<file path="config.mk">
export PLATFORM = sky130hd
export DESIGN_NAME = msdf_otf_converter_flat
export DESIGN_NICKNAME = d
export VERILOG_FILES = /design/src/rtl/msdf_otf_converter_if.sv /design/src/rtl/msdf_otf_converter.sv /design/src/flat_wrapper.sv
export SDC_FILE = /design/constraint.sdc
export NUM_CORES = 1
export LEC_CHECK = 0
export ABC_AREA = 1
export CAP_MARGIN = 10
export CORE_MARGIN = 1
export CORE_UTILIZATION = 51
export CTS_CLUSTER_SIZE = 24
export DETAILED_ROUTE_END_ITERATION = 6
export PLACE_DENSITY = 0.74
export RECOVER_POWER = 100
export SETUP_SLACK_MARGIN = 0.5
export SLEW_MARGIN = 20
export SYNTH_ARGS = -nofsm -noshare
export SYNTH_HDL_FRONTEND = slang
export SYNTH_SLANG_ARGS = --single-unit
</file>
<file path="constraint.sdc">
create_clock -name clk -period 3 [get_ports clk]
set_input_delay 0.6 -clock clk [delete_from_list [all_inputs] [get_ports clk]]
set_output_delay 0.6 -clock clk [all_outputs]
set_load 0.02 [all_outputs]
</file>
<file path="src/rtl/msdf_otf_converter_if.sv">
// Handshake bundle between the MSDF adder digit stream and the on-the-fly
// converter's word output. The master drives digits and consumes words.
interface msdf_otf_converter_if #(
  parameter int N = 9
);
  logic [1:0] in_digit;
  logic       in_valid;
  logic       in_ready;
  logic [N:0] out_result;
  logic       out_valid;
  logic       out_ready;
  logic       err;

  modport master (
    output in_digit, in_valid, out_ready,
    input  in_ready, out_result, out_valid, err
  );

  modport slave (
    input  in_digit, in_valid, out_ready,
    output in_ready, out_result, out_valid, err
  );
endinterface

</file>
<file path="src/rtl/msdf_otf_converter.sv">
// On-the-fly converter: rebuilds a two's-complement word from an MSD-first
// radix-2 signed-digit stream using the Q/QM pair (QM = Q - 1), so no carry
// propagation is needed. Completed words sit in a one-entry output register.
//
// state | meaning
// ------+---------------------------------------------------------------
// EMPTY | output register free
// FULL  | output register holds a word
// STALL | FULL and the final digit of the next word is pending; in_ready
//       | drops unless the held word is consumed this cycle
module msdf_otf_converter #(
  parameter int N = 9
) (
  input  logic                   clk,
  input  logic                   rst,
  input  logic                   clear,
  msdf_otf_converter_if.slave    bus
);

  localparam int CW = (N > 1) ? $clog2(N) : 1;
  localparam logic [CW-1:0] CNT_LAST = CW'(N - 1);

  typedef enum logic [1:0] {
    EMPTY,
    FULL,
    STALL
  } state_t;

  state_t        state, state_nxt;
  logic [N:0]    q, qm, q_nxt, qm_nxt;
  logic [N:0]    result;
  logic [CW-1:0] cnt, cnt_nxt;
  logic          err_q;
  logic          d_pos, d_neg, d_bad;
  logic          accept, last, consume, drop, out_valid_nxt;

  assign bus.in_ready   = !(state == STALL && !bus.out_ready);
  assign bus.out_valid  = (state != EMPTY);
  assign bus.out_result = result;
  assign bus.err        = err_q;

  assign accept  = bus.in_valid && bus.in_ready;
  assign last    = accept && (cnt == CNT_LAST);
  assign consume = bus.out_valid && bus.out_ready;
  assign drop    = bus.in_valid && !bus.in_ready;

  // Decode the digit and form the next Q/QM; the illegal code 11 converts as 0.
  always_comb begin
    d_pos  = (bus.in_digit == 2'b10);
    d_neg  = (bus.in_digit == 2'b01);
    d_bad  = (bus.in_digit == 2'b11);
    q_nxt  = {q[N-1:0], 1'b0};
    qm_nxt = {qm[N-1:0], 1'b1};
    if (d_pos) begin
      q_nxt  = {q[N-1:0], 1'b1};
      qm_nxt = {q[N-1:0], 1'b0};
    end else if (d_neg) begin
      q_nxt  = {qm[N-1:0], 1'b1};
      qm_nxt = {qm[N-1:0], 1'b0};
    end
  end

  // Next digit count and output-register state.
  always_comb begin
    cnt_nxt       = cnt;
    out_valid_nxt = last || (bus.out_valid && !consume);
    state_nxt     = EMPTY;
    if (last) begin
      cnt_nxt = '0;
    end else if (accept) begin
      cnt_nxt = cnt + CW'(1);
    end
    if (out_valid_nxt) begin
      state_nxt = (cnt_nxt == CNT_LAST) ? STALL : FULL;
    end
    if (clear) begin
      cnt_nxt   = '0;
      state_nxt = EMPTY;
    end
  end

  // FSM state register.
  always_ff @(posedge clk or posedge rst) begin
    if (rst) begin
      state <= EMPTY;
    end else begin
      state <= state_nxt;
    end
  end

  // Conversion datapath: Q/QM shift, digit count, word capture, sticky error.
  always_ff @(posedge clk or posedge rst) begin
    if (rst) begin
      q      <= '0;
      qm     <= '1;
      cnt    <= '0;
      result <= '0;
      err_q  <= 1'b0;
    end else if (clear) begin
      q      <= '0;
      qm     <= '1;
      cnt    <= '0;
      result <= '0;
      err_q  <= 1'b0;
    end else begin
      cnt <= cnt_nxt;
      if (last) begin
        result <= q_nxt;
        q      <= '0;
        qm     <= '1;
      end else if (accept) begin
        q  <= q_nxt;
        qm <= qm_nxt;
      end
      if ((accept && d_bad) || drop) begin
        err_q <= 1'b1;
      end
    end
  end

endmodule

</file>
<file path="src/flat_wrapper.sv">
// flat-port wrapper written by rule: the top's interface ports become plain ports
module msdf_otf_converter_flat 
#(
  parameter int N = 9
)
  (clk, rst, clear, bus_in_digit, bus_in_valid, bus_out_ready, bus_in_ready, bus_out_result, bus_out_valid, bus_err);
  msdf_otf_converter_if #(.N(N)) bus_i ();
  input  logic clk;
  input  logic rst;
  input  logic clear;
  input wire logic [$bits(bus_i.in_digit)-1:0] bus_in_digit;
  input wire logic [$bits(bus_i.in_valid)-1:0] bus_in_valid;
  input wire logic [$bits(bus_i.out_ready)-1:0] bus_out_ready;
  output wire logic [$bits(bus_i.in_ready)-1:0] bus_in_ready;
  output wire logic [$bits(bus_i.out_result)-1:0] bus_out_result;
  output wire logic [$bits(bus_i.out_valid)-1:0] bus_out_valid;
  output wire logic [$bits(bus_i.err)-1:0] bus_err;
  assign bus_i.in_digit = bus_in_digit;
  assign bus_i.in_valid = bus_in_valid;
  assign bus_i.out_ready = bus_out_ready;
  assign bus_in_ready = bus_i.in_ready;
  assign bus_out_result = bus_i.out_result;
  assign bus_out_valid = bus_i.out_valid;
  assign bus_err = bus_i.err;
  msdf_otf_converter #(.N(N)) u_core (.clk(clk), .rst(rst), .clear(clear), .bus(bus_i));
endmodule
</file>
* Word level (Yosys, flattened, before mapping)
Index checks and enable logic that the tools add are counted.
Storage, ports and cells: flip-flop bits (word level) 35, logic and storage cells 49, input port bits 7, output and inout port bits 13
Cells by class: add/subtract/negate cells 1, multiplexer cells 20, eq/ne operators 6, reductions and logical operators 16
Operators by type and width (count):
- $mux 9 | 7
- $mux 10 | 4
- $mux 4 | 3
- $eq 4x4->1 const B | 2
- $logic_and 1x1->1 | 7
- $eq 2x2->1 const B | 3
- $mux 2 | 3
- $reduce_bool 2->1 | 3
- $add 4x1->4 const B | 1
- $logic_not 1->1 | 3
- $mux 1 | 3
- $reduce_bool 3->1 | 1
- $eq 2x1->1 const B | 1
- $logic_or 1x1->1 | 2

* Depth between registers and ports, before layout
Gate-level depths: netlist of run 1.
word-level depth 10, mapped depth 10, gate-level depth less buffers 10

* Worst setup path before layout of run 1
OpenSTA, ideal clock, no wires.
kind input port to flip-flop, start input bus_in_digit[0], end register u_core.q[4], cell stages on the path 9, setup time 0.126 ns, path slack 1.371 ns, arrival time 1.503 ns, cells stage by stage inv_1 ha_1 nor2_2 inv_2 buf_4 o21ai_0 nor2_1 nand3_1 o21ai_0
On the way: word-level cells in the longest chain between the ends 6, elaborated cells between the ends (all ways) 7
Ends and longest elaborated chain:
- start, declared | line flat_wrapper.sv:11 | input wire logic [$bits(bus_i.in_digit)-1:0] bus_in_digit;
- $eq 2x1->1 | line msdf_otf_converter.sv:50 | d_neg = (bus.in_digit == 2'b01);
- $mux 10 | line msdf_otf_converter.sv:57 | end else if (d_neg) begin
- $mux 10 * | line msdf_otf_converter.sv:54 | if (d_pos) begin
- $mux 9 * | line msdf_otf_converter.sv:111 | end else if (accept) begin
- $mux 9 * | line msdf_otf_converter.sv:107 | if (last) begin
- $mux 9 * | line msdf_otf_converter.sv:99 | end else if (clear) begin
- end signal, assigned | line msdf_otf_converter.sv:112 | q <= q_nxt;
- end, declared | line msdf_otf_converter.sv:30 | logic [N:0] q, qm, q_nxt, qm_nxt;
Mark *: on every way between the ends. The rest lies on a longest branch, timed or not. The select of a mux whose other input is x is not followed. A chain may end at the register's enable or synchronous reset.

* Worst setup path after layout of run 1
start input bus_in_digit[1], end register u_core.q[5]
Same word-level chain as after synthesis.

==> results.tsv, run 1 <==
stage	metric	value	unit
outcome	status	finished, violations left	
outcome	violations	capacitance limit, slew limit	
layout	multiInputGateArea	763	um2
worst_setup_path	startpoint	bus_in_digit[1]	
drt	postRouteWirelength	3570	um
drt	drt_iter0_markers	76	
power_and_ir_drop	leakage	1.07	nW
grt	grt_overflow	0	
sta	fin_crit	2.42	ns
layout	area_growth	13.3	%
run	max_cap_viol_count	1	
floorplan	die_height	62.4	um
power_and_ir_drop	p_switching	0.000249	W
hold_path	hold_class	reg -> reg	
synthesis	async_flop_share	1.00	
placement	finalWeightedCongestion	0.774	
worst_setup_path	cp.required	3.27	ns
placement	pre_cts_slack	0.515	ns
sta	worstMarginPinSlew	1.80	ns
worst_setup_path	reg2reg_from	u_core.cnt[0]	
sta	holdWs	0.489	ns
synthesis	syn_nets	238	
sta	rsz0062_at_grt	no	
synthesis	synthTopCellsByCount	47 x nand2_1, 26 x dfrtp_1, 24 x inv_1, 24 x nor2_1, 23 x a21oi_1	
worst_setup_path	crit_type	in -> reg	
clocking	htree_levels	2	
floorplan	ios	20	
synthesis	synth_seq_cells	35	
layout	antenna_cells	0	
synthesis	synth-edff-count	0	
sta	post-route-period-util	0.806	
synthesis	synthesis.instances	226	
synthesis	synth_area_leaders	dfrtp_1 35%, dfstp_2 13%, nand2_1 9.5%	
clocking	cts_tree	done	
synthesis	synthFlopType	dfrtp_1	
clocking	numClockSinks	35	
worst_setup_path	path_max_fanout	17	
power_and_ir_drop	peakVddDrop	242	uV
power_and_ir_drop	seq_power_share	0.527	
grt	grt_usage	0.211	
drt	vias_per_cell	5.15	
sta	relSlewSlack	-0.199	
floorplan	rows	21	
synthesis	yosys_warnings	0	
clocking	clock-root-buffer	clkbuf_4	
grt	grt_pass1_vias	1429	
drt	drc_errors	0	
clocking	cts_resized	0	
clocking	numCtsBuffers	5	
synthesis	synth-seq-area-share	0.477	
clocking	ctsLongestPathBuffers	2	
sta	setup_viol	0	
layout	seq_area	887	um2
power_and_ir_drop	combPwrFrac	0.115	
worst_setup_path	r2r_setup_slack	1.20	ns
worst_setup_path	crit_end	u_core.q[5]	
floorplan	coreArea	3420	um2
synthesis	synth_top_area_cell	dfrtp_1	
floorplan	die_w	62.4	um
drt	num_vias	1508	
synthesis	netlist.area_leader.share	0.350	
power_and_ir_drop	power_density	470	nW/um2
synthesis	synthesis.area	1860	um2
worst_setup_path	r2r-end	u_core.state[0]	
grt	antenna_found_initial	0	
placement	port_buffers	19	
synthesis	synth_most_common_cell	nand2_1	
placement	dpl.hpwl	2460	um
worst_setup_path	ff2ff_path_depth	10	
sta	fmax	413	MHz
floorplan	start_util	0.544	
clocking	cts_hold_buffers	0	
synthesis	syn_area_per_cell	8.22	um2
power_and_ir_drop	clkPwrFrac	0.358	
drt	routedWlPerCell	12.2	um
sta	fin_skew	0.0151	ns
power_and_ir_drop	sw_frac_of_total	0.252	
synthesis	yosysUniqueCellTypes	29	
clocking	worstSkewPairLatency	0.34	ns
worst_setup_path	start_kind	primary input	
worst_setup_path	end_kind	register	
sta	fin_setup_tns	0	ns
drt	postRouteAntennaNets	0	
layout	layout.nets	258	
power_and_ir_drop	power.total	0.000989	W
grt	grt_pass1_wl	6430	um
sta	setup_ws	0.581	ns
layout	drive_above_1_share	0.121	
sta	hold_viol	0	
floorplan	dieArea	3890	um2
clocking	cts_setup_buffers	0	
sta	maxSlewViolCount	36	
layout	fillerInstances	312	
hold_path	hold_depth	2	
clocking	path_clk_slew	0.11	ns
power_and_ir_drop	intPower	0.000740	W
worst_setup_path	crit_arrival	2.69	ns
grt	grt_max_degree	36	
drt	firstDrtPassIters	4	
==> worst min-delay path by stage <==
stage | from | to
6_report | u_core.qm[0] | u_core.qm[0]
5_1_grt | u_core.qm[0] | u_core.qm[0]
4_1_cts | u_core.qm[0] | u_core.qm[0]
3_5_place_dp | u_core.qm[0] | u_core.qm[0]
3_3_place_gp | u_core.qm[0] | u_core.qm[0]
2_1_floorplan | u_core.qm[0] | u_core.qm[0]
==> power groups by stage <==
stage	Sequential [W]	Combinational (W)	Clock [W]
floorplan	0.000526	0.0000887	0
global placement	0.000530	0.000117	0
detailed placement	0.000530	0.000120	0
CTS	0.000521	0.000121	0.000359
global route	0.000525	0.000133	0.000383
finish	0.000522	0.000114	0.000354
==> logic make-up (layout without fill, tap and decap cells) <==
logic type | after synthesis | in the layout | share of synthesized area
AO/OA/AOI/OAI | 46 | 46 | 0.144
adder cells (fa/ha/maj) | 5 | 5 | 0.0337
buffers and inverters | 39 | 60 | 0.0943
flip-flops | 35 | 35 | 0.477
AND/OR/NAND/NOR | 101 | 101 | 0.251
==> per-stage QoR <==
| stage | cells | util | instance area, um2 |
|---|---|---|---|
| after global routing | 293 | 0.616 | 2110 |
| after global placement | 285 | 0.604 | 2060 |
| after detailed placement | 285 | 0.604 | 2060 |
| final | 293 | 0.616 | 2110 |
| after floorplan | 226 | - | 1860 |
| after CTS | 293 | 0.629 | 2150 |
==> registers in the layout (all words and copies together), names as in the netlist <==
name / count
u_core.bus.err: 1
u_core.bus.out_result: 10
u_core.cnt: 4
u_core.q: 9
u_core.qm: 9
u_core.state: 2
==> placed cells by master, fill, tap and decap left out, types with 2 or more instances in the layout <==
master           Yosys  layout
clkbuf_1             2       2
clkbuf_4             0       5
dfstp_2              9       9
nor2_1              24      25
nand2_2              3       2
nand3_1             18      19
clkdlybuf4s50_1      0       4
a211oi_1             0       3
dlygate4sd3_1        0      14
o31ai_1              2       2
inv_2                7       4
inv_1               24      27
a21oi_1             23      23
ha_1                 5       5
o21ai_0             10      14
nand2_1             47      48
dfrtp_1             26      26
==> per-layer routing <==
metal,GRT usage,share of wire
met1,0.290,0.50
met2,0.331,0.46
met3,0.0441,0.031
met4,0.0756,0.014
met5,0,0
==> area by class of cell <==
class,instances,area share
inverters,31,0.0553
well taps,46,0.0273
clock buffers,6,0.0244
multi-input cells,152,0.362
repair buffers,21,0.0927
flip-flops and latches,35,0.421
clock inverters,2,0.0166
==> worst max-delay path: stages <==
cell and delay, ns:
dlygate4sd3_1 0.60, ha_1 0.41, nor2_1 0.12, inv_1 0.36, nor2_1 0.08, a211oi_1 0.35
nand2_1 0.09, o21ai_0 0.08
Power figures use the tool's default switching activity.
==> run 2, diff against run 1 <==
- clock period: 3 -> 2.41 ns (I/O delays scaled with it)
==> run 2 against run 1 <==
The run now ends clean. Clock skew down 0.0049 ns. Utilization up 1.4 points. Critical path depth up 1. Global-route usage about the same. Design area up 2.3%. Clock-buffer cell count down 1. Largest cell class unchanged. Highest routed layer unchanged.
==> results.tsv, run 2 (same netlist as run 1, synthesis figures left out) <==
stage	metric	value	unit	change
sta	setup_viol	0		unchanged
floorplan	coreArea	3420	um2	unchanged
placement	dpl.hpwl	2480	um	+0.66%
sta	fin_crit	1.99	ns	
worst_setup_path	r2r-end	u_core.qm[3]		
sta	relSlewSlack	0.454		+0.653
worst_setup_path	crit_arrival	2.27	ns	-0.42 ns
worst_setup_path	end_kind	register		
clocking	cts_hold_buffers	0		unchanged
drt	postRouteWirelength	3520	um	-1.3%
sta	hold_viol	0		unchanged
drt	postRouteAntennaNets	0		unchanged
placement	finalWeightedCongestion	0.781		+0.85%
floorplan	dieArea	3890	um2	unchanged
clocking	ctsLongestPathBuffers	2		unchanged
sta	post-route-period-util	0.826		
sta	worstMarginPinSlew	0.819	ns	-0.980 ns
floorplan	die_height	62.4	um	unchanged
hold_path	hold_class	reg -> reg		
worst_setup_path	crit_type	in -> reg		
layout	largest_register_ffs	10		unchanged
run	max_cap_viol_count	0		-1
floorplan	ios	20		unchanged
power_and_ir_drop	power_density	564	nW/um2	+20%
layout	final_core_util	0.631		+0.0143
layout	area_growth	16.0	%	
drt	drt_iter0_markers	78		+2.6%
drt	num_vias	1512		+0.27%
worst_setup_path	start_kind	primary input		
placement	dpl.cell_count	288		+1.1%
drt	vias_per_cell	5.11		-0.75%
grt	antenna_found_initial	0		unchanged
outcome	status	complete, no violations		
worst_setup_path	cp.required	2.69	ns	-0.58 ns
grt	grt_pass1_wl	6260	um	-2.7%
hold_path	hold_depth	2		unchanged
clocking	worstSkewPairLatency	0.34	ns	about the same
worst_setup_path	reg2reg_from	u_core.state[1]		
hold_path	hold_start	u_core.qm[0]		
power_and_ir_drop	peakVddDrop	322	uV	+33%
layout	drive_above_1_share	0.160		+0.0385
floorplan	die_w	62.4	um	unchanged
power_and_ir_drop	power.total	0.00122	W	+23%
sta	fin_setup_tns	0	ns	unchanged
placement	port_buffers	19		unchanged
power_and_ir_drop	leakage	1.08	nW	+1.2%
sta	fin_skew	0.0102	ns	-0.00490 ns
clocking	path_clk_slew	0.11	ns	about the same
clocking	numCtsBuffers	5		unchanged
worst_setup_path	path_max_fanout	24		+7
worst_setup_path	ff2ff_path_depth	7		-3
sta	rsz0062_at_grt	no		
layout	final_common_cell	nand2_1		
sta	fmax	503	MHz	
layout	layout.nets	261		+1.2%
layout	stdcell_count	296		+1.0%
layout	final_cell_mix	48 x nand2_1, 26 x dfrtp_1, 24 x inv_1, 24 x nor2_1, 23 x a21oi_1		
drt	routedWlPerCell	11.9	um	-2.3%
floorplan	rows	21		unchanged
clocking	clock-root-buffer	clkbuf_4		
sta	maxSlewViolCount	0		-100%
clocking	htree_levels	2		unchanged
hold_path	min_to	u_core.qm[0]		
worst_setup_path	r2r_setup_slack	0.66	ns	-0.54 ns
clocking	cts_setup_buffers	0		unchanged
grt	grt_overflow	0		unchanged
clocking	numClockSinks	35		unchanged
floorplan	start_util	0.544		unchanged
grt	grt_usage	0.211		+0.000230
drt	drc_errors	0		unchanged
drt	firstDrtPassIters	4		unchanged
grt	grt_pass1_vias	1379		-3.5%
grt	grt_max_degree	36		unchanged
layout	antenna_cells	0		unchanged
clocking	cts_tree	done		
## run 2: cell count changes in the layout (fill, tap and decap cells not counted), sizes merged
cell	change
dlygate4sd3	-2
buf	+1
clkdlybuf4s25	+1
clkdlybuf4s50	+1
clkinv	+1
dlygate4sd2	+1
## run 2: where the power goes
group          leakage (nW)  switching [W]  internal, W
logic                 0.583      0.0000963    0.0000512
clock network        0.0452       0.000201     0.000218
registers             0.450      0.0000212     0.000628
## run 2: layout make-up
type / instances / area (um2)
clock buffer: 5 / 37.5
clock inverter: 3 / 43.8
fill: 305 / 1260
inverter: 31 / 119
multi-input combinational: 152 / 793
sequential: 35 / 887
tap: 46 / 57.6
timing repair buffer: 24 / 216
## run 2: how the worst max path moves through the flow
stage	from	end	slack [ns]
after floorplan	bus_in_digit[0]	u_core.q[4]	0.90
after global placement	bus_out_ready	bus_in_ready	0.24
after detailed placement	bus_out_ready	bus_in_ready	0.24
after CTS	bus_out_ready	bus_in_ready	0.50
after global routing	bus_out_ready	u_core.qm[2]	0.30
final	bus_out_ready	u_core.qm[3]	0.42
## run 2: per-layer routing
layer  wire length (um)  GRT usage  up-vias
li1                   -          -      782
met4                 63     0.0930        0
met2               1590      0.321       31
met1               1730      0.284      694
met3                141     0.0551        5
met5                  0          0        -
## run 2: through the flow
step	hold WS (ns)	instance area, um2	setup slack (ns)
floorplan	0.454	1860	0.899
global placement	0.474	2080	0.236
detailed placement	0.477	2080	0.241
CTS	0.495	2160	0.501
global route	0.529	2150	0.301
finish	0.494	2150	0.420
## run 2: timing repair
item / 4_1_cts / 5_1_grt
hold endpoints to repair: 0 / 0
endpoints found under the setup margin: 2 / 4
resized for setup: 2 / 2
## run 2: critical path: stages
cell	delay, ns
clkdlybuf4s50_1	0.45
inv_1	0.07
nand3_4	0.08
clkbuf_1	0.29
nand2_1	0.25
nand2_4	0.28
inv_2	0.13
a21oi_1	0.14
a21oi_1	0.08
==> run 3, diff against run 2 <==
- clock period: 2.41 -> 1.9 ns (I/O delays scaled with it)
==> run 3 against run 2 <==
Flip-flop and latch count is the same. Routed wire length grew 19%. Utilization grew 8.5 points.
==> results.tsv, run 3 (same netlist as run 1, synthesis figures left out) <==
stage	metric	value	unit	change
grt	antenna_found_initial	0		unchanged
drt	routedWlPerCell	12.8	um	+7.5%
grt	grt_overflow	0		unchanged
sta	post-route-period-util	0.855		
drt	dr_wl_met2	1940	um	+22%
worst_setup_path	path_max_fanout	7		-71%
sta	fin_skew	0.0109	ns	+0.000693 ns
floorplan	start_util	0.544		unchanged
worst_setup_path	end_kind	register		
floorplan	ios	20		unchanged
sta	setup_viol	0		unchanged
floorplan	die_w	62.4	um	unchanged
drt	num_vias	1711		+13%
floorplan	rows	21		unchanged
layout	final_cell_mix	44 x nand2_1, 27 x buf_4, 26 x dfrtp_1		
layout	area_growth	31.6	%	
placement	dpl-instance-area	2180	um2	+4.7%
floorplan	coreArea	3420	um2	unchanged
sta	hold_viol	0		unchanged
clocking	numClockSinks	35		unchanged
clocking	worstSkewPairLatency	0.36	ns	+0.02 ns
sta	fmax	615	MHz	
worst_setup_path	crit_arrival	1.90	ns	-0.37 ns
placement	port_buffers	19		unchanged
layout	layout.nets	294		+13%
drt	drc_errors	0		unchanged
outcome	status	complete, no violations		
drt	postRouteWirelength	4210	um	+19%
floorplan	die_height	62.4	um	unchanged
power_and_ir_drop	sw_frac_of_total	0.300		+0.0380
hold_path	hold_class	in -> reg		
clocking	clock-root-buffer	clkbuf_4		
run	max_cap_viol_count	0		unchanged
grt	grt_pass1_vias	1457		+5.7%
sta	maxSlewViolCount	0		unchanged
grt	grt_usage	0.229		+0.0179
power_and_ir_drop	power_density	608	nW/um2	+7.7%
drt	wl_met1	1950	um	+13%
clocking	htree_levels	2		unchanged
sta	relSlewSlack	0.461		+0.00730
placement	dpl.hpwl	2720	um	+9.8%
placement	finalWeightedCongestion	0.800		+2.5%
layout	antenna_cells	0		unchanged
power_and_ir_drop	seq_power_share	0.555		+0.021
power_and_ir_drop	intPower	0.00104	W	+16%
power_and_ir_drop	p_switching	0.000446	W	+40%
clocking	ctsLongestPathBuffers	2		unchanged
layout	drive_above_1_share	0.318		+0.158
drt	vias_per_cell	5.20		+1.8%
layout	largest_register_ffs	10		unchanged
worst_setup_path	start_kind	primary input		
floorplan	dieArea	3890	um2	unchanged
layout	stdcell_area	2440	um2	+13%
drt	firstDrtPassIters	4		unchanged
drt	route.top_layer_used	met4		
layout	final_common_cell	nand2_1		
worst_setup_path	cp.required	2.18	ns	-0.51 ns
sta	holdWs	0.427	ns	-0.0663 ns
power_and_ir_drop	combPwrFrac	0.171		+0.050
worst_setup_path	crit_type	in -> reg		
drt	postRouteAntennaNets	0		unchanged
clocking	cts_tree	done		
sta	rsz0062_at_grt	yes		
power_and_ir_drop	clkPwrFrac	0.274		-0.071
grt	grt_max_degree	36		unchanged
power_and_ir_drop	leakage	1.19	nW	+11%
layout	fillerInstances	251		-18%
sta	worstMarginPinSlew	0.808	ns	-0.0109 ns
clocking	numCtsBuffers	5		unchanged
drt	wl_met3	252	um	+79%
power_and_ir_drop	peakVddDrop	463	uV	+44%
clocking	path_clk_slew	0.11	ns	about the same
drt	drt_iter0_markers	97		+24%
sta	fin_crit	1.63	ns	
grt	grt_pass1_wl	6910	um	+10%
==> run 3: metrics by stage <==
stage | setup TNS [ns] | utilization | total power, W | std cells | worst slack [ns]
after detailed placement | -1.12 | 0.639 | 0.00105 | 301 | -0.128
after global routing | 0 | 0.716 | 0.00156 | 329 | 0.170
after global placement | -0.770 | 0.639 | 0.00104 | 301 | -0.148
after CTS | 0 | 0.709 | 0.00147 | 321 | 0.402
after floorplan | 0 | - | 0.000971 | 226 | 0.515
final | 0 | 0.716 | 0.00149 | 329 | 0.275
==> run 3: power by group through the flow <==
stage          combinational (W)  clock (W)  sequential, W
6_report                0.000255   0.000407       0.000825
5_1_grt                 0.000284   0.000447       0.000829
4_1_cts                 0.000234   0.000418       0.000822
3_5_place_dp            0.000207          0       0.000838
3_3_place_gp            0.000204          0       0.000837
2_1_floorplan           0.000140          0       0.000831
==> run 3: critical path: stages <==
cell,delay (ns)
clkdlybuf4s50_1,0.41
inv_2,0.06
nand3_1,0.18
buf_8,0.21
nand3_4,0.12
clkbuf_1,0.26
nand3_1,0.18
o31ai_4,0.09
==> run 3: final cells by class <==
class                   count  area, um2  share of cell area
repair inverters            1       6.26             0.00256
flip-flops and latches     35        887               0.363
well taps                  46       57.6              0.0235
inverters                  31        121              0.0496
repair buffers             56        430               0.176
multi-input cells         152        885               0.362
clock buffers               5       37.5              0.0154
clock inverters             3       20.0             0.00819
==> run 3: worst paths after layout <==
kind,end,from,slack [ns],cells past startpoint
worst max-delay path,u_core.bus.out_result[9],bus_out_ready,0.27,8
worst min-delay path,u_core.bus.out_result[0],bus_in_digit[1],0.43,3
worst max register to register,u_core.bus.out_result[9],u_core.state[1],0.29,7
worst min register to register,u_core.qm[0],u_core.qm[0],0.50,2
max in group asynchronous,u_core.state[1],rst,0.70,3
min in group asynchronous,u_core.q[2],rst,0.68,3
==> run 3: repair_timing <==
item / CTS / global route
buffers inserted: 11 / 7
cloned: 1 / 1
resized for setup: 65 / 36
endpoints found under the setup margin: 43 / 42
hold buffers: 0 / 0
pin swaps: 13 / 8
==> run 3: layer usage <==
layer,track usage,vias to the layer above
met5,0,-
li1,-,839
met1,0.316,806
met3,0.0625,8
met2,0.353,58
met4,0.0698,0
